[config.mk]
export PLATFORM = sky130hd
export DESIGN_NAME = hpdmc_wrseq_flat
export DESIGN_NICKNAME = d
export VERILOG_FILES = /design/src/rtl/hpdmc_wrseq_if.sv /design/src/rtl/hpdmc_wrseq.sv /design/src/flat_wrapper.sv
export SDC_FILE = /design/constraint.sdc
export NUM_CORES = 1
export LEC_CHECK = 0
export CAP_MARGIN = 20
export CORE_MARGIN = 2
export CORE_UTILIZATION = 43
export CTS_BUF_LIST = sky130_fd_sc_hd__clkbuf_4
export DETAILED_ROUTE_END_ITERATION = 8
export GPL_ROUTABILITY_DRIVEN = 1
export HOLD_SLACK_MARGIN = 0.1
export PLACE_DENSITY = 0.84
export SYNTH_ARGS = -nofsm -noshare
export SYNTH_HDL_FRONTEND = slang
export SYNTH_SLANG_ARGS = --single-unit
[constraint.sdc]
create_clock -name sys_clk -period 3.35 [get_ports sys_clk]
set_input_delay 0.67 -clock sys_clk [delete_from_list [all_inputs] [get_ports sys_clk]]
set_output_delay 0.67 -clock sys_clk [all_outputs]
set_load 0.01 [all_outputs]
[src/rtl/hpdmc_wrseq_if.sv]
// -----------------------------------------------------------------------------
// hpdmc_wrseq_if
//
// Bundle of the signals that pass between the write-burst sequencer and its
// neighbours: the command FSM, the write-data FIFO and the DDR output
// register pairs for DQ, DM and DQS.
//
// Signals:
//   write        command FSM -> seq  write command issued to SDRAM this cycle
//   write_ready  seq -> command FSM  a write in this cycle is legal
//   wr_err       seq -> command FSM  sticky illegal-write flag
//   read_safe    seq -> command FSM  a read command is legal this cycle
//   wdata        FIFO -> seq         write data, [DQ_WIDTH-1:0] = first half-beat
//   wmask        FIFO -> seq         byte masks, same split as wdata
//   wdata_ack    seq -> FIFO         wdata/wmask consumed at this clock edge
//   dq_d0/d1     seq -> DQ ODDR      D0/D1 of the DQ output registers
//   dm_d0/d1     seq -> DM ODDR      D0/D1 of the DM output registers
//   dqs_d0/d1    seq -> DQS ODDR     D0/D1 of the DQS output registers
//   dq_oe        seq -> pads         DQ/DM tristate enable
//   dqs_oe       seq -> pads         DQS tristate enable
//
// Modports:
//   master  the controller side that issues writes and supplies data
//   slave   the sequencer itself
// -----------------------------------------------------------------------------
interface hpdmc_wrseq_if #(
  parameter int DQ_WIDTH = 16
);
  localparam int DM_WIDTH = DQ_WIDTH / 8;

  // Command side
  logic                    write;
  logic                    write_ready;
  logic                    wr_err;
  logic                    read_safe;

  // Write-data FIFO side
  logic [2*DQ_WIDTH-1:0]   wdata;
  logic [2*DM_WIDTH-1:0]   wmask;
  logic                    wdata_ack;

  // DDR output register side
  logic [DQ_WIDTH-1:0]     dq_d0;
  logic [DQ_WIDTH-1:0]     dq_d1;
  logic [DM_WIDTH-1:0]     dm_d0;
  logic [DM_WIDTH-1:0]     dm_d1;
  logic [DM_WIDTH-1:0]     dqs_d0;
  logic [DM_WIDTH-1:0]     dqs_d1;
  logic                    dq_oe;
  logic                    dqs_oe;

  modport master (
    output write, wdata, wmask,
    input  write_ready, wr_err, read_safe, wdata_ack,
           dq_d0, dq_d1, dm_d0, dm_d1, dqs_d0, dqs_d1, dq_oe, dqs_oe
  );

  modport slave (
    input  write, wdata, wmask,
    output write_ready, wr_err, read_safe, wdata_ack,
           dq_d0, dq_d1, dm_d0, dm_d1, dqs_d0, dqs_d1, dq_oe, dqs_oe
  );

endinterface : hpdmc_wrseq_if

[src/rtl/hpdmc_wrseq.sv]
// -----------------------------------------------------------------------------
// hpdmc_wrseq
//
// Write-burst sequencer for the HPDMC DDR datapath. A write command accepted
// in cycle T produces a DQS preamble in T+WL, BURST_CYCLES data beats in
// T+WL+1 .. T+WL+BURST_CYCLES and a postamble right after the last beat. The
// sequencer pulls data from the write FIFO one cycle ahead of each beat,
// spaces consecutive writes so their bursts cannot overlap and holds off
// reads until the write-to-read turnaround (TWTR) has elapsed.
//
// Parameters:
//   DQ_WIDTH      SDRAM DQ pin count, multiple of 8
//   BURST_CYCLES  sys_clk cycles per burst, 1..4
//   WL            cycles from command to DQS preamble, 1..4
//   TWTR          cycles read_safe stays low after the last postamble, 1..15
//
// Ports:
//   sys_clk    sole clock, rising edge
//   sdram_rst  synchronous, active-high reset
//   bus        hpdmc_wrseq_if.slave: command handshake, write-data FIFO
//              handshake and the D0/D1/OE drives of the DDR output registers
//
// Every output comes straight from a flop; the flops are loaded from the
// next-state view of the internal state so that no input reaches an output
// combinationally.
// -----------------------------------------------------------------------------
module hpdmc_wrseq #(
  parameter int DQ_WIDTH     = 16,
  parameter int BURST_CYCLES = 2,
  parameter int WL           = 1,
  parameter int TWTR         = 2
) (
  input  logic            sys_clk,
  input  logic            sdram_rst,
  hpdmc_wrseq_if.slave    bus
);

  localparam int DM_WIDTH = DQ_WIDTH / 8;

  // Token window: bit k set means cycle (now + k - 1) is a beat cycle. Bit 0
  // remembers the previous cycle so the postamble can be recognised; the
  // furthest slot ever written is WL+BURST_CYCLES.
  localparam int DEPTH = WL + BURST_CYCLES + 2;
  localparam int SP_W  = 3;
  localparam int TW_W  = 4;

  // ---------------------------------------------------------------------------
  // State
  // ---------------------------------------------------------------------------
  logic [DEPTH-1:0]    tok_q,  tok_d;
  logic [SP_W-1:0]     sp_q,   sp_d;    // cycles left in the write spacing
  logic [TW_W-1:0]     twtr_q, twtr_d;  // cycles left in the turnaround

  // Registered outputs
  logic                write_ready_q;
  logic                wr_err_q;
  logic                read_safe_q;
  logic                wdata_ack_q;
  logic                dq_oe_q;
  logic                dqs_oe_q;
  logic [DQ_WIDTH-1:0] dq_d0_q, dq_d1_q;
  logic [DM_WIDTH-1:0] dm_d0_q, dm_d1_q;
  logic [DM_WIDTH-1:0] dqs_d0_q, dqs_d1_q;

  // Next-cycle decodes
  logic accept;
  logic illegal;
  logic post_only;
  logic beat_d;
  logic ack_d;
  logic dqs_oe_d;

  // ---------------------------------------------------------------------------
  // Next-state logic
  // ---------------------------------------------------------------------------
  // NOTE: every variable gets a default at the top of the block; a path that
  // leaves one unassigned would make synthesis infer a latch.
  always_comb begin
    accept    = bus.write & write_ready_q;
    illegal   = bus.write & ~write_ready_q;

    // Advance time by one cycle, then drop in the new burst's beats.
    tok_d     = {1'b0, tok_q[DEPTH-1:1]};
    if (accept) begin
      for (int i = WL + 1; i <= WL + BURST_CYCLES; i++) begin
        tok_d[i] = 1'b1;
      end
    end

    // Spacing: after an accepted write, block the next BURST_CYCLES-1 cycles.
    sp_d = sp_q;
    if (accept) begin
      sp_d = SP_W'(BURST_CYCLES - 1);
    end else if (sp_q != '0) begin
      sp_d = sp_q - SP_W'(1);
    end

    // The current cycle is a pure postamble when the previous cycle carried a
    // beat and neither this cycle nor the next one does. A postamble that is
    // also a gap preamble does not restart the turnaround.
    post_only = tok_q[0] & ~tok_q[1] & ~tok_q[2];

    twtr_d = twtr_q;
    if (post_only) begin
      twtr_d = TW_W'(TWTR);
    end else if (twtr_q != '0) begin
      twtr_d = twtr_q - TW_W'(1);
    end

    // Decodes for the cycle that starts at the coming edge.
    beat_d   = tok_d[1];
    ack_d    = tok_d[2];
    dqs_oe_d = tok_d[0] | tok_d[1] | tok_d[2];
  end

  // ---------------------------------------------------------------------------
  // Registers
  // ---------------------------------------------------------------------------
  // NOTE: sequential state is assigned with <= only, so every flop samples the
  // values from before the edge regardless of statement order.
  always_ff @(posedge sys_clk) begin
    if (sdram_rst) begin
      tok_q         <= '0;
      sp_q          <= '0;
      twtr_q        <= '0;
      write_ready_q <= 1'b1;
      wr_err_q      <= 1'b0;
      read_safe_q   <= 1'b1;
      wdata_ack_q   <= 1'b0;
      dq_oe_q       <= 1'b0;
      dqs_oe_q      <= 1'b0;
      // NOTE: the data-path registers are reset too, because they drive the
      // output pins directly and must read 0 in the cycle after reset.
      dq_d0_q       <= '0;
      dq_d1_q       <= '0;
      dm_d0_q       <= '0;
      dm_d1_q       <= '0;
      dqs_d0_q      <= '0;
      dqs_d1_q      <= '0;
    end else begin
      tok_q         <= tok_d;
      sp_q          <= sp_d;
      twtr_q        <= twtr_d;
      write_ready_q <= (sp_d == '0);
      wr_err_q      <= wr_err_q | illegal;
      // Reads wait for every scheduled or in-flight burst and the turnaround.
      read_safe_q   <= (tok_d == '0) && (twtr_d == '0);
      wdata_ack_q   <= ack_d;
      dq_oe_q       <= beat_d;
      dqs_oe_q      <= dqs_oe_d;
      // The FIFO word acknowledged this cycle is the one launched next cycle.
      dq_d0_q       <= beat_d ? bus.wdata[DQ_WIDTH-1:0]            : '0;
      dq_d1_q       <= beat_d ? bus.wdata[2*DQ_WIDTH-1:DQ_WIDTH]   : '0;
      dm_d0_q       <= beat_d ? bus.wmask[DM_WIDTH-1:0]            : '0;
      dm_d1_q       <= beat_d ? bus.wmask[2*DM_WIDTH-1:DM_WIDTH]   : '0;
      dqs_d0_q      <= beat_d ? '1 : '0;
      dqs_d1_q      <= '0;
    end
  end

  // ---------------------------------------------------------------------------
  // Output drive
  // ---------------------------------------------------------------------------
  assign bus.write_ready = write_ready_q;
  assign bus.wr_err      = wr_err_q;
  assign bus.read_safe   = read_safe_q;
  assign bus.wdata_ack   = wdata_ack_q;
  assign bus.dq_oe       = dq_oe_q;
  assign bus.dqs_oe      = dqs_oe_q;
  assign bus.dq_d0       = dq_d0_q;
  assign bus.dq_d1       = dq_d1_q;
  assign bus.dm_d0       = dm_d0_q;
  assign bus.dm_d1       = dm_d1_q;
  assign bus.dqs_d0      = dqs_d0_q;
  assign bus.dqs_d1      = dqs_d1_q;

endmodule : hpdmc_wrseq

[src/flat_wrapper.sv]
// flat-port wrapper written by rule: the top's interface ports become plain ports
module hpdmc_wrseq_flat 
#(
  parameter int DQ_WIDTH     = 16,
  parameter int BURST_CYCLES = 2,
  parameter int WL           = 1,
  parameter int TWTR         = 2
)
  (sys_clk, sdram_rst, bus_write, bus_wdata, bus_wmask, bus_write_ready, bus_wr_err, bus_read_safe, bus_wdata_ack, bus_dq_d0, bus_dq_d1, bus_dm_d0, bus_dm_d1, bus_dqs_d0, bus_dqs_d1, bus_dq_oe, bus_dqs_oe);
  hpdmc_wrseq_if #(.DQ_WIDTH(DQ_WIDTH)) bus_i ();
  input  logic sys_clk;
  input  logic sdram_rst;
  input wire logic [$bits(bus_i.write)-1:0] bus_write;
  input wire logic [$bits(bus_i.wdata)-1:0] bus_wdata;
  input wire logic [$bits(bus_i.wmask)-1:0] bus_wmask;
  output wire logic [$bits(bus_i.write_ready)-1:0] bus_write_ready;
  output wire logic [$bits(bus_i.wr_err)-1:0] bus_wr_err;
  output wire logic [$bits(bus_i.read_safe)-1:0] bus_read_safe;
  output wire logic [$bits(bus_i.wdata_ack)-1:0] bus_wdata_ack;
  output wire logic [$bits(bus_i.dq_d0)-1:0] bus_dq_d0;
  output wire logic [$bits(bus_i.dq_d1)-1:0] bus_dq_d1;
  output wire logic [$bits(bus_i.dm_d0)-1:0] bus_dm_d0;
  output wire logic [$bits(bus_i.dm_d1)-1:0] bus_dm_d1;
  output wire logic [$bits(bus_i.dqs_d0)-1:0] bus_dqs_d0;
  output wire logic [$bits(bus_i.dqs_d1)-1:0] bus_dqs_d1;
  output wire logic [$bits(bus_i.dq_oe)-1:0] bus_dq_oe;
  output wire logic [$bits(bus_i.dqs_oe)-1:0] bus_dqs_oe;
  assign bus_i.write = bus_write;
  assign bus_i.wdata = bus_wdata;
  assign bus_i.wmask = bus_wmask;
  assign bus_write_ready = bus_i.write_ready;
  assign bus_wr_err = bus_i.wr_err;
  assign bus_read_safe = bus_i.read_safe;
  assign bus_wdata_ack = bus_i.wdata_ack;
  assign bus_dq_d0 = bus_i.dq_d0;
  assign bus_dq_d1 = bus_i.dq_d1;
  assign bus_dm_d0 = bus_i.dm_d0;
  assign bus_dm_d1 = bus_i.dm_d1;
  assign bus_dqs_d0 = bus_i.dqs_d0;
  assign bus_dqs_d1 = bus_i.dqs_d1;
  assign bus_dq_oe = bus_i.dq_oe;
  assign bus_dqs_oe = bus_i.dqs_oe;
  hpdmc_wrseq #(.DQ_WIDTH(DQ_WIDTH), .BURST_CYCLES(BURST_CYCLES), .WL(WL), .TWTR(TWTR)) u_core (.sys_clk(sys_clk), .sdram_rst(sdram_rst), .bus(bus_i));
endmodule
After elaboration in Yosys (flattened, before gate mapping) --
Index checks and enable logic that the tools add are counted.
Operators by class: add/subtract/negate cells 2, multipliers 0, div/mod/pow operators 0, $lt $le $gt $ge 0, eq/ne operators 0, shift operators 0, muxes and demuxes 6, bitwise operators 10, reductions and logical operators 7
Operators with widths (count):
- 4-bit two-way mux | 2
- 3-bit two-way mux | 2
- 5-bit logical NOT | 1
- 1-bit bitwise AND | 4
- 4-bit logical NOT | 1
- 2-bit two-way mux | 2
- 4-bit nonzero test | 1
- 4-bit by 1-bit subtractor with 4-bit output, second input constant | 1
- 3-bit logical NOT | 1
- 1-bit NOT | 3
- 1-bit bitwise OR | 3
- 3-bit nonzero test | 1
- 3-bit by 1-bit subtractor with 3-bit output, second input constant | 1
- 2-bit OR reduction | 1
- 1-bit logical AND | 1
Storage, ports and cells: register bits after elaboration 56, latch bits 0, RAM bits 0, ROM bits 0, bits of input ports 39, output and inout port bits 46, logic and storage cells 40, memories kept 0

Logic depth before layout (Yosys ltp) --
Gate-level depths: netlist of run 1.
depth after elaboration 6, gate-level depth with buffers 6, gate-level depth less buffers 6

Worst setup path after synthesis of run 1 --
OpenSTA, ideal clock, no wires.
path type input -> register, start input port sdram_rst, end register u_core.dm_d0_q[1] (netlist: u_core.bus.dm_d0[1]), library setup time 59 ps, arrival time 1309 ps, required time 3291 ps, setup slack 1982 ps, stages 4, path buffers 2, cells stage by stage nor2b_1 > clkbuf_1 > clkbuf_1 > and2_1
On the way: word-level cells in the longest chain between the ends 1
Ends and longest elaborated chain:
- from (decl) | RTL line flat_wrapper.sv:12 | input logic sdram_rst;
- 2-bit OR reduction (no source line)
- to (signal assigned) | RTL line hpdmc_wrseq.sv:154 | dm_d0_q <= beat_d ? bus.wmask[DM_WIDTH-1:0] : '0;
- to (decl) | RTL line hpdmc_wrseq.sv:62 | logic [DM_WIDTH-1:0] dm_d0_q, dm_d1_q;
No other way between the ends. A chain may end at the register's enable or synchronous reset.

==> results of run 1 <==
-- area by class of cell --
class	instances	area [µm²]	area share [%]
inverter	6	22.5	0.887
sequential	51	1020	40.2
clock buffer	5	37.5	1.48
multi-input combinational	87	531	20.9
clock inverter	3	38.8	1.53
tap	48	60.1	2.37
timing repair buffer	83	828	32.6
-- layer usage --
layer	routed length, µm	track usage [%]
met3	428	11.0
met5	0	0
met4	85	8.07
met2	1570	27.9
met1	1270	18.1
-- flip-flops by register name, summed over array words and instances, names as in the netlist --
signal                  flops
u_core.tok_q                3
u_core.bus.wr_err           1
u_core.bus.dq_d1           16
u_core.bus.dqs_d0           1
u_core.bus.read_safe        1
u_core.bus.dqs_oe           1
u_core.sp_q                 3
u_core.bus.dq_d0           16
u_core.twtr_q               4
u_core.bus.write_ready      1
u_core.bus.dm_d0            2
u_core.bus.dm_d1            2
-- worst max path at each step --
| stage | startpoint | to | slack, ps | cells past startpoint |
|---|---|---|---|---|
| 4_1_cts | u_core.bus.dqs_d0[0] | bus_dq_oe | 1300 | 1 |
| 5_1_grt | sdram_rst | u_core.bus.dm_d1[1] | 1160 | 4 |
| 3_3_place_gp | sdram_rst | u_core.bus.dq_d0[6] | 1030 | 4 |
| 2_1_floorplan | sdram_rst | u_core.bus.dm_d0[1] | 1980 | 4 |
| 3_5_place_dp | sdram_rst | u_core.bus.dq_d1[3] | 950 | 4 |
| 6_report | u_core.bus.dqs_d0[0] | bus_dq_oe | 1330 | 1 |
-- per-stage QoR --
| stage | setup WS [ps] | cells |
|---|---|---|
| after floorplan | 1980 | 153 |
| after global placement | 1030 | 275 |
| after detailed placement | 945 | 275 |
| after CTS | 1300 | 283 |
| after global routing | 1160 | 283 |
| final | 1330 | 283 |
-- report_power, final --
part | switching [mW] | internal (mW)
combinational | 0.207 | 0.248
sequential | 0.0483 | 0.683
clock | 0.177 | 0.154
-- placed cells by master, fill, tap and decap left out --
master,Yosys,routed
and2_1,37,37
inv_1,6,6
bufinv_16,0,1
clkdlybuf4s50_1,0,82
clkinv_2,0,1
clkinv_1,0,1
nor3_1,4,4
buf_4,4,1
nand3b_1,1,1
conb_1,1,2
xnor2_1,2,2
a41o_1,1,1
o211a_1,1,1
nor3b_2,1,1
clkbuf_4,0,5
or3_1,1,1
nor2b_2,0,1
dfxtp_1,51,51
nor2b_1,3,2
ha_1,3,3
a21o_1,1,1
mux2i_1,1,1
nand3_1,1,1
o21ai_0,2,2
o32ai_1,1,1
nor2_1,8,8
nand2_1,7,7
a21oi_1,9,9
nand2b_1,1,1
-- tightest hold or removal path, cell delays in order (launching register included) --
cell and delay, ps:
dfxtp_1 330, a21oi_1 60, nor2_1 80
-- cells by family after synthesis --
family / Yosys count / share of synthesized area (%)
flops: 51 / 63.1
buf+inv: 15 / 4.49
other cells: 1 / 0.232
fa+ha+maj: 3 / 2.32
simple gates: 64 / 22.5
mux: 1 / 0.619
compound gates: 15 / 5.65
xor+xnor: 2 / 1.08
==> impl_metrics.prom, run 1 <==
# TYPE chip_impl_metric gauge
chip_impl_metric{name="report.final.setup_viol",unit=""} 0
chip_impl_metric{name="filler_cell_count",unit=""} 295
chip_impl_info{name="min-delay-path-class",value="register to register"} 1
chip_impl_info{name="worstSetupEndpointType",value="output port"} 1
chip_impl_metric{name="fp.dieArea",unit="µm²"} 4270
chip_impl_metric{name="max_fo_critical_path",unit=""} 5
chip_impl_metric{name="power_per_cell_area",unit="nW/µm²"} 597
chip_impl_info{name="critPathLaunchType",value="register"} 1
chip_impl_metric{name="tritoncts.num_buffers",unit=""} 5
chip_impl_info{name="synth.most_common_cell",value="dfxtp_1"} 1
chip_impl_metric{name="grt_first_pass_wirelength",unit="mm"} 5.55
chip_impl_metric{name="worstPathBufferInverterCount",unit=""} 1
chip_impl_metric{name="io_pins",unit=""} 85
chip_impl_metric{name="fin_crit_sh",unit="%"} 60.2
chip_impl_metric{name="routed_wl",unit="mm"} 3.35
chip_impl_metric{name="clock_skew",unit="ps"} 8.08
chip_impl_info{name="synthFlopType",value="dfxtp_1"} 1
chip_impl_metric{name="syn-instance-count",unit=""} 152
chip_impl_metric{name="routed-via-count",unit=""} 1236
chip_impl_metric{name="cts_setup_buffers",unit=""} 0
chip_impl_info{name="cell_by_cell_listing_of_the_critical_path",value="clkdlybuf4s50_1"} 1
chip_impl_info{name="critical_path.top_delay_family",value="buffers and inverters"} 1
chip_impl_metric{name="design.final.nets",unit=""} 276
chip_impl_metric{name="relative_max_transition_margin",unit="%"} 65.7
chip_impl_metric{name="avgSynthCellArea",unit="µm²"} 10.6
chip_impl_metric{name="layout-drive-gt1-share",unit="%"} 4.26
chip_impl_metric{name="synth_seq_cells",unit=""} 51
chip_impl_metric{name="final.hold.worst_slack",unit="ps"} 498
chip_impl_metric{name="gr-total-overflow",unit=""} 0
chip_impl_metric{name="power.leakage",unit="nW"} 1.02
chip_impl_metric{name="yosysWarnings",unit=""} 0
chip_impl_metric{name="synth-seq-area-share",unit="%"} 63.1
chip_impl_metric{name="synth_async_sr_flop_share",unit="%"} 0
chip_impl_metric{name="tritoncts_num_sinks",unit=""} 51
chip_impl_metric{name="syn2layout_area_growth",unit="%"} 56.9
chip_impl_metric{name="vdd_drop_max",unit="V"} 0.000327
chip_impl_info{name="grt_setup_unrepaired",value="no"} 1
chip_impl_metric{name="max_stage_delay",unit="ps"} 580
chip_impl_metric{name="synth.distinct_cells",unit=""} 25
chip_impl_metric{name="final.min_clock_period",unit="ps"} 2020
chip_impl_metric{name="grt_total_usage",unit="%"} 17.5
chip_impl_metric{name="highest_clock_rate",unit="GHz"} 0.496
chip_impl_metric{name="final_core_utilization",unit="%"} 69.9
chip_impl_info{name="result_of_the_run",value="completed"} 1
chip_impl_metric{name="hold_path_depth",unit=""} 2
chip_impl_metric{name="worst-endpoint-required",unit="ps"} 2680
chip_impl_metric{name="number_of_global_route_vias_before_repair",unit=""} 1228
chip_impl_metric{name="dp.final_hpwl",unit="mm"} 2.62
chip_impl_metric{name="drtAntennaViolNets",unit=""} 0
chip_impl_metric{name="synth_enable_flop_cells",unit=""} 0
chip_impl_metric{name="final.setup.tns",unit="ps"} 0
chip_impl_metric{name="crit_arrival",unit="ps"} 1350
chip_impl_info{name="worst_hold_startpoint",value="u_core.tok_q[3]"} 1
chip_impl_metric{name="initial_utilization",unit="%"} 44.5
chip_impl_metric{name="mapped_cell_area",unit="µm²"} 1620
chip_impl_info{name="netlist.top_cell.by_area",value="dfxtp_1"} 1
chip_impl_metric{name="drt-initial-drc-count",unit=""} 25
chip_impl_info{name="cell_at_the_slowest_stage_of_the_critical_path",value="clkdlybuf4s50_1"} 1
chip_impl_metric{name="portBuffers",unit=""} 82
chip_impl_metric{name="grt_start_max_net_pins",unit=""} 21
chip_impl_metric{name="rr_worst_depth",unit=""} 5
chip_impl_metric{name="post_drt_via_cell_ratio",unit=""} 4.37
chip_impl_metric{name="core_area",unit="µm²"} 3630
chip_impl_metric{name="grt_antenna_before_repair",unit=""} 0
chip_impl_info{name="reg2reg_to",value="u_core.bus.read_safe"} 1
chip_impl_metric{name="die_w",unit="µm"} 65.3
chip_impl_metric{name="timing_max_transition_violations_final",unit=""} 0
chip_impl_info{name="synth_area_leaders",value="dfxtp_1 63%, and2_1 14%, a21oi_1 2.8%"} 1
chip_impl_metric{name="cts-hold-fix-buffers",unit=""} 0
chip_impl_metric{name="firstDrtPassIters",unit=""} 3
chip_impl_metric{name="placed_area",unit="µm²"} 2460
chip_impl_metric{name="die_h",unit="µm"} 65.3
chip_impl_metric{name="design_power_total",unit="mW"} 1.52
chip_impl_metric{name="core.rowCount",unit=""} 22
chip_impl_metric{name="final_hold_viol_count",unit=""} 0
chip_impl_metric{name="worst_skew_pair.late_latency",unit="ps"} 350
chip_impl_info{name="crit-reg2reg-launch",value="u_core.twtr_q[0]"} 1
chip_impl_metric{name="worstMarginPinSlew",unit="ps"} 512
chip_impl_metric{name="clk_transition_reported_paths",unit="ps"} 130
chip_impl_metric{name="wl_per_cell",unit="µm"} 11.8
chip_impl_metric{name="yosys.area.top_type_share",unit="%"} 63.1
chip_impl_info{name="cts-root-buf",value="clkbuf_4"} 1
chip_impl_metric{name="routabilityCongestion",unit=""} 0.762
chip_impl_metric{name="stdcell_area",unit="µm²"} 2540
chip_impl_metric{name="antenna_cells_inserted",unit=""} 0
chip_impl_metric{name="htreeDepth",unit=""} 2
chip_impl_metric{name="r2r_slack",unit="ps"} 1870
chip_impl_metric{name="post_cts.resized_instances",unit=""} 0
chip_impl_info{name="most_instantiated_cells_after_synthesis",value="51 x dfxtp_1, 37 x and2_1, 9 x a21oi_1, 8 x nor2_1, 7 x nand2_1"} 1
chip_impl_info{name="clock_tree_from_tritoncts",value="yes"} 1
chip_impl_metric{name="ctsLongestPathBuffers",unit=""} 2
chip_impl_info{name="crit_type",value="register to output port"} 1
chip_impl_metric{name="drc",unit=""} 0
chip_impl_info{name="hold_end",value="u_core.tok_q[2]"} 1
chip_impl_metric{name="max_cap_violations",unit=""} 0
No activity file was read; power rests on OpenSTA's default activity.
==> run 2: changes to the inputs <==
- CORE_UTILIZATION: 43 -> 40
- PLACE_DENSITY: 0.84 -> 0.78
- clock period: 3.35 -> 2.1 ns (I/O delays scaled with it)
==> impl_metrics.prom, run 2 (synthesis results as in run 1) <==
# TYPE chip_impl_metric gauge
chip_impl_info{name="result_of_the_run",value="completed"} 1
chip_impl_metric{name="max_fo_critical_path",unit=""} 5
chip_impl_metric{name="gr-total-overflow",unit=""} 0
chip_impl_info{name="min-delay-path-class",value="register to register"} 1
chip_impl_metric{name="core_area",unit="µm²"} 3940
chip_impl_metric{name="fin_crit_sh",unit="%"} 84.1
chip_impl_metric{name="final.min_clock_period",unit="ps"} 1770
chip_impl_metric{name="worst_skew_pair.late_latency",unit="ps"} 360
chip_impl_metric{name="clk_transition_reported_paths",unit="ps"} 130
chip_impl_metric{name="core.rowCount",unit=""} 23
chip_impl_info{name="crit_type",value="register to output port"} 1
chip_impl_metric{name="die_h",unit="µm"} 67.6
chip_impl_metric{name="io_pins",unit=""} 85
chip_impl_metric{name="die_w",unit="µm"} 67.6
chip_impl_metric{name="vdd_drop_max",unit="V"} 0.000474
chip_impl_metric{name="drt-initial-drc-count",unit=""} 52
chip_impl_metric{name="syn2layout_area_growth",unit="%"} 57.5
chip_impl_metric{name="max_cap_violations",unit=""} 0
chip_impl_metric{name="ctsLongestPathBuffers",unit=""} 2
chip_impl_metric{name="cts-hold-fix-buffers",unit=""} 0
chip_impl_info{name="worstSetupEndpointType",value="output port"} 1
chip_impl_metric{name="dp_slack",unit="ps"} 490
chip_impl_metric{name="fp.dieArea",unit="µm²"} 4570
chip_impl_metric{name="register_area",unit="µm²"} 1020
chip_impl_info{name="clock_tree_from_tritoncts",value="yes"} 1
chip_impl_metric{name="final.setup.tns",unit="ps"} 0
chip_impl_info{name="grt_setup_unrepaired",value="no"} 1
chip_impl_metric{name="report.final.setup_viol",unit=""} 0
chip_impl_metric{name="drc",unit=""} 0
chip_impl_metric{name="highest_clock_rate",unit="GHz"} 0.566
chip_impl_metric{name="design.final.nets",unit=""} 277
chip_impl_info{name="cts-root-buf",value="clkbuf_4"} 1
chip_impl_metric{name="fin_ws",unit="ps"} 333
chip_impl_metric{name="timing_max_transition_violations_final",unit=""} 0
chip_impl_metric{name="tritoncts_num_sinks",unit=""} 51
chip_impl_metric{name="post_cts.resized_instances",unit=""} 0
chip_impl_info{name="critical_path_start",value="u_core.bus.dqs_d0[0]"} 1
chip_impl_metric{name="post_drt_via_cell_ratio",unit=""} 4.29
chip_impl_metric{name="final_core_utilization",unit="%"} 64.6
chip_impl_metric{name="tritoncts.num_buffers",unit=""} 5
chip_impl_metric{name="firstDrtPassIters",unit=""} 4
chip_impl_info{name="worst_hold_startpoint",value="u_core.bus.wr_err"} 1
chip_impl_metric{name="power.leakage",unit="nW"} 1.03
chip_impl_metric{name="final_hold_viol_count",unit=""} 0
chip_impl_metric{name="routed-via-count",unit=""} 1227
chip_impl_metric{name="antenna_cells_inserted",unit=""} 0
chip_impl_info{name="cell_by_cell_listing_of_the_critical_path",value="clkdlybuf4s50_1"} 1
chip_impl_metric{name="multi_input_area",unit="µm²"} 531
chip_impl_metric{name="worstPathBufferInverterCount",unit=""} 1
chip_impl_metric{name="routabilityCongestion",unit=""} 0.673
chip_impl_info{name="cell_at_the_slowest_stage_of_the_critical_path",value="clkdlybuf4s50_1"} 1
chip_impl_metric{name="clock_skew",unit="ps"} 10.1
chip_impl_metric{name="number_of_global_route_vias_before_repair",unit=""} 1113
chip_impl_metric{name="grt_total_usage",unit="%"} 14.8
chip_impl_metric{name="initial_utilization",unit="%"} 41.0
chip_impl_metric{name="drtAntennaViolNets",unit=""} 0
chip_impl_info{name="layout.cells.most_common_list",value="82 x clkdlybuf4s50_1, 51 x dfxtp_1, 37 x and2_1"} 1
chip_impl_metric{name="worst-endpoint-required",unit="ps"} 1680
chip_impl_metric{name="dp.final_hpwl",unit="mm"} 2.42
chip_impl_metric{name="crit_arrival",unit="ps"} 1350
chip_impl_metric{name="grt_start_max_net_pins",unit=""} 38
chip_impl_info{name="critical_path.top_delay_family",value="buffers and inverters"} 1
chip_impl_info{name="layout_commonest_cell",value="clkdlybuf4s50_1"} 1
chip_impl_metric{name="filler_cell_count",unit=""} 332
chip_impl_metric{name="wl_per_cell",unit="µm"} 11.0
chip_impl_metric{name="max_stage_delay",unit="ps"} 570
chip_impl_metric{name="grt_first_pass_wirelength",unit="mm"} 4.82
chip_impl_metric{name="power_per_cell_area",unit="nW/µm²"} 946
chip_impl_metric{name="routed_wl",unit="mm"} 3.14
chip_impl_metric{name="layout-drive-gt1-share",unit="%"} 4.66
chip_impl_metric{name="portBuffers",unit=""} 82
chip_impl_metric{name="grt_antenna_before_repair",unit=""} 0
chip_impl_info{name="crit-reg2reg-launch",value="u_core.twtr_q[0]"} 1
chip_impl_metric{name="htreeDepth",unit=""} 2
chip_impl_metric{name="cts_setup_buffers",unit=""} 0
chip_impl_info{name="critPathLaunchType",value="register"} 1
[run 2: worst paths after layout]
kind                                to  slack [ps]  cells after the start
setup reg to reg  u_core.bus.read_safe         640                      5
hold / removal       u_core.bus.wr_err         480                      2
hold reg to reg      u_core.bus.wr_err         480                      2
setup / recovery         bus_dqs_d0[1]         330                      1
[run 2: layout make-up]
| class | instances | share of cell area [%] |
|---|---|---|
| timing repair buffer | 84 | 32.8 |
| clock inverter | 3 | 1.52 |
| multi-input combinational | 87 | 20.8 |
| clock buffer | 5 | 1.47 |
| sequential | 51 | 40.1 |
| inverter | 6 | 0.884 |
| tap | 50 | 2.45 |
[run 2: power by group]
| part | internal, mW | switching (mW) |
|---|---|---|
| clock | 0.245 | 0.287 |
| combinational | 0.397 | 0.319 |
| sequential | 1.09 | 0.0739 |
[run 2: metal layers]
layer | routed length, µm | vias to the layer above | GRT usage [%]
met3 | 492 | 4 | 11.7
met4 | 44 | 0 | 7.65
met1 | 1180 | 528 | 14.3
met2 | 1430 | 53 | 22.7
li1 | - | 642 | -
met5 | 0 | - | 0
[run 2: through the flow]
step	total power [mW]	instances	hold WS [ps]	cell area, µm²
after floorplan	1.63	153	435	1620
after global placement	1.89	278	445	2470
after detailed placement	1.91	278	452	2470
after CTS	2.44	286	485	2550
after global routing	2.58	286	530	2550
final	2.41	286	484	2550
==> run 3: changes to the inputs <==
- clock period: 2.1 -> 1.8 ns (I/O delays scaled with it)
==> impl_metrics.prom, run 3 (synthesis results as in run 1) <==
# TYPE chip_impl_metric gauge
chip_impl_info{name="result_of_the_run",value="completed"} 1
chip_impl_metric{name="die_w",unit="µm"} 67.6
chip_impl_metric{name="htreeDepth",unit=""} 2
chip_impl_info{name="crit_type",value="register to output port"} 1
chip_impl_metric{name="post_drt_via_cell_ratio",unit=""} 4.36
chip_impl_metric{name="power_per_cell_area",unit="nW/µm²"} 1060
chip_impl_info{name="clock_tree_from_tritoncts",value="yes"} 1
chip_impl_metric{name="max_stage_delay",unit="ps"} 570
chip_impl_metric{name="report.final.setup_viol",unit=""} 0
chip_impl_metric{name="tritoncts.num_buffers",unit=""} 5
chip_impl_metric{name="antenna_cells_inserted",unit=""} 0
chip_impl_metric{name="power.leakage",unit="nW"} 1.03
chip_impl_metric{name="final.setup.tns",unit="ps"} 0
chip_impl_metric{name="drtAntennaViolNets",unit=""} 0
chip_impl_metric{name="worst_skew_pair.late_latency",unit="ps"} 350
chip_impl_metric{name="gr-total-overflow",unit=""} 0
chip_impl_metric{name="grt_start_max_net_pins",unit=""} 38
chip_impl_metric{name="grt_antenna_before_repair",unit=""} 0
chip_impl_metric{name="core_area",unit="µm²"} 3940
chip_impl_metric{name="worst-endpoint-required",unit="ps"} 1440
chip_impl_metric{name="grt_total_usage",unit="%"} 15.5
chip_impl_metric{name="timing_max_transition_violations_final",unit=""} 0
chip_impl_metric{name="firstDrtPassIters",unit=""} 4
chip_impl_metric{name="max_fo_critical_path",unit=""} 5
chip_impl_info{name="critPathLaunchType",value="register"} 1
chip_impl_metric{name="fin_crit_sh",unit="%"} 93.9
chip_impl_metric{name="portBuffers",unit=""} 82
chip_impl_metric{name="design.final.nets",unit=""} 278
chip_impl_info{name="worstSetupEndpointType",value="output port"} 1
chip_impl_metric{name="final_hold_viol_count",unit=""} 0
chip_impl_metric{name="fp.dieArea",unit="µm²"} 4570
chip_impl_metric{name="routabilityCongestion",unit=""} 0.668
chip_impl_metric{name="cts-hold-fix-buffers",unit=""} 0
chip_impl_info{name="critical_path.top_delay_family",value="buffers and inverters"} 1
chip_impl_metric{name="layout-drive-gt1-share",unit="%"} 5.49
chip_impl_info{name="layout_commonest_cell",value="clkdlybuf4s50_1"} 1
chip_impl_metric{name="core.rowCount",unit=""} 23
chip_impl_metric{name="syn2layout_area_growth",unit="%"} 57.6
chip_impl_info{name="min-delay-path-class",value="register to register"} 1
chip_impl_metric{name="grt_first_pass_wirelength",unit="mm"} 5.13
chip_impl_metric{name="wl_per_cell",unit="µm"} 10.9
chip_impl_info{name="cts-root-buf",value="clkbuf_4"} 1
chip_impl_metric{name="highest_clock_rate",unit="GHz"} 0.592
chip_impl_metric{name="worstPathBufferInverterCount",unit=""} 1
chip_impl_metric{name="max_cap_violations",unit=""} 0
chip_impl_metric{name="drt-initial-drc-count",unit=""} 32
chip_impl_metric{name="initial_utilization",unit="%"} 41.0
chip_impl_metric{name="ctsLongestPathBuffers",unit=""} 2
chip_impl_metric{name="die_h",unit="µm"} 67.6
chip_impl_metric{name="vdd_drop_max",unit="V"} 0.000511
chip_impl_metric{name="drc",unit=""} 0
chip_impl_info{name="cell_by_cell_listing_of_the_critical_path",value="clkdlybuf4s50_1"} 1
chip_impl_info{name="layout.cells.most_common_list",value="82 x clkdlybuf4s50_1, 51 x dfxtp_1, 37 x and2_1"} 1
chip_impl_info{name="cell_at_the_slowest_stage_of_the_critical_path",value="clkdlybuf4s50_1"} 1
chip_impl_metric{name="routed-via-count",unit=""} 1250
chip_impl_metric{name="routed_wl",unit="mm"} 3.13
chip_impl_metric{name="clock_skew",unit="ps"} 8.90
chip_impl_metric{name="tritoncts_num_sinks",unit=""} 51
chip_impl_info{name="grt_setup_unrepaired",value="no"} 1
chip_impl_metric{name="cts_setup_buffers",unit=""} 0
chip_impl_metric{name="io_pins",unit=""} 85
chip_impl_metric{name="dp.final_hpwl",unit="mm"} 2.43
chip_impl_metric{name="design_power_total",unit="mW"} 2.70
chip_impl_metric{name="clk_transition_reported_paths",unit="ps"} 130
chip_impl_metric{name="crit_arrival",unit="ps"} 1330
chip_impl_metric{name="number_of_global_route_vias_before_repair",unit=""} 1198
chip_impl_metric{name="post_cts.resized_instances",unit=""} 0
chip_impl_metric{name="final.min_clock_period",unit="ps"} 1690
[run 3: layer usage]
metal / vias up / track usage [%] / share of wire, % / wire length (µm)
met3: 9 / 10.5 / 14 / 452
met1: 546 / 15.1 / 36 / 1110
met2: 55 / 24.6 / 47 / 1480
li1: 640 / - / - / -
met5: - / 0 / 0 / 0
met4: 0 / 8.42 / 2.7 / 83
[run 3: worst register-to-register path: stages, from the launching register on]
cell	delay, ps
dfxtp_1	340
inv_1	100
ha_1	210
nor3b_2	320
o21ai_0	160
a41o_1	220
[run 3: per-stage QoR]
| step | cells | setup WS [ps] | hold slack (ps) | area (µm²) | utilization (%) |
|---|---|---|---|---|---|
| after detailed placement | 279 | 293 | 451 | 2490 | 63.2 |
| after CTS | 287 | 86.6 | 490 | 2550 | 64.7 |
| after global placement | 279 | 318 | 466 | 2490 | 63.2 |
| final | 287 | 111 | 481 | 2550 | 64.7 |
| after floorplan | 153 | 498 | 432 | 1620 | - |
| after global routing | 287 | 20.9 | 509 | 2550 | 64.7 |
[run 3: area by class of cell]
| class | instances | area (µm²) |
|---|---|---|
| multi-input combinational | 87 | 531 |
| clock inverter | 1 | 5.00 |
| timing repair buffer | 85 | 856 |
| tap | 50 | 62.6 |
| clock buffer | 7 | 52.6 |
| sequential | 51 | 1020 |
| inverter | 6 | 22.5 |
| fill | 343 | 1390 |
[run 3: worst paths after layout]
kind	cells after the start	slack, ps	to	start
setup / recovery	1	110	bus_dqs_d0[1]	u_core.bus.dqs_d0[0]
hold / removal	2	480	u_core.bus.wr_err	u_core.bus.wr_err
setup reg to reg	5	360	u_core.bus.read_safe	u_core.twtr_q[0]
hold reg to reg	2	480	u_core.bus.wr_err	u_core.bus.wr_err
[run 3: report_power, final]
part	internal (mW)	total [mW]	switching [mW]
sequential	1.27	1.36	0.0885
combinational	0.470	0.845	0.374
clock	0.183	0.501	0.317
total	1.92	2.70	0.780
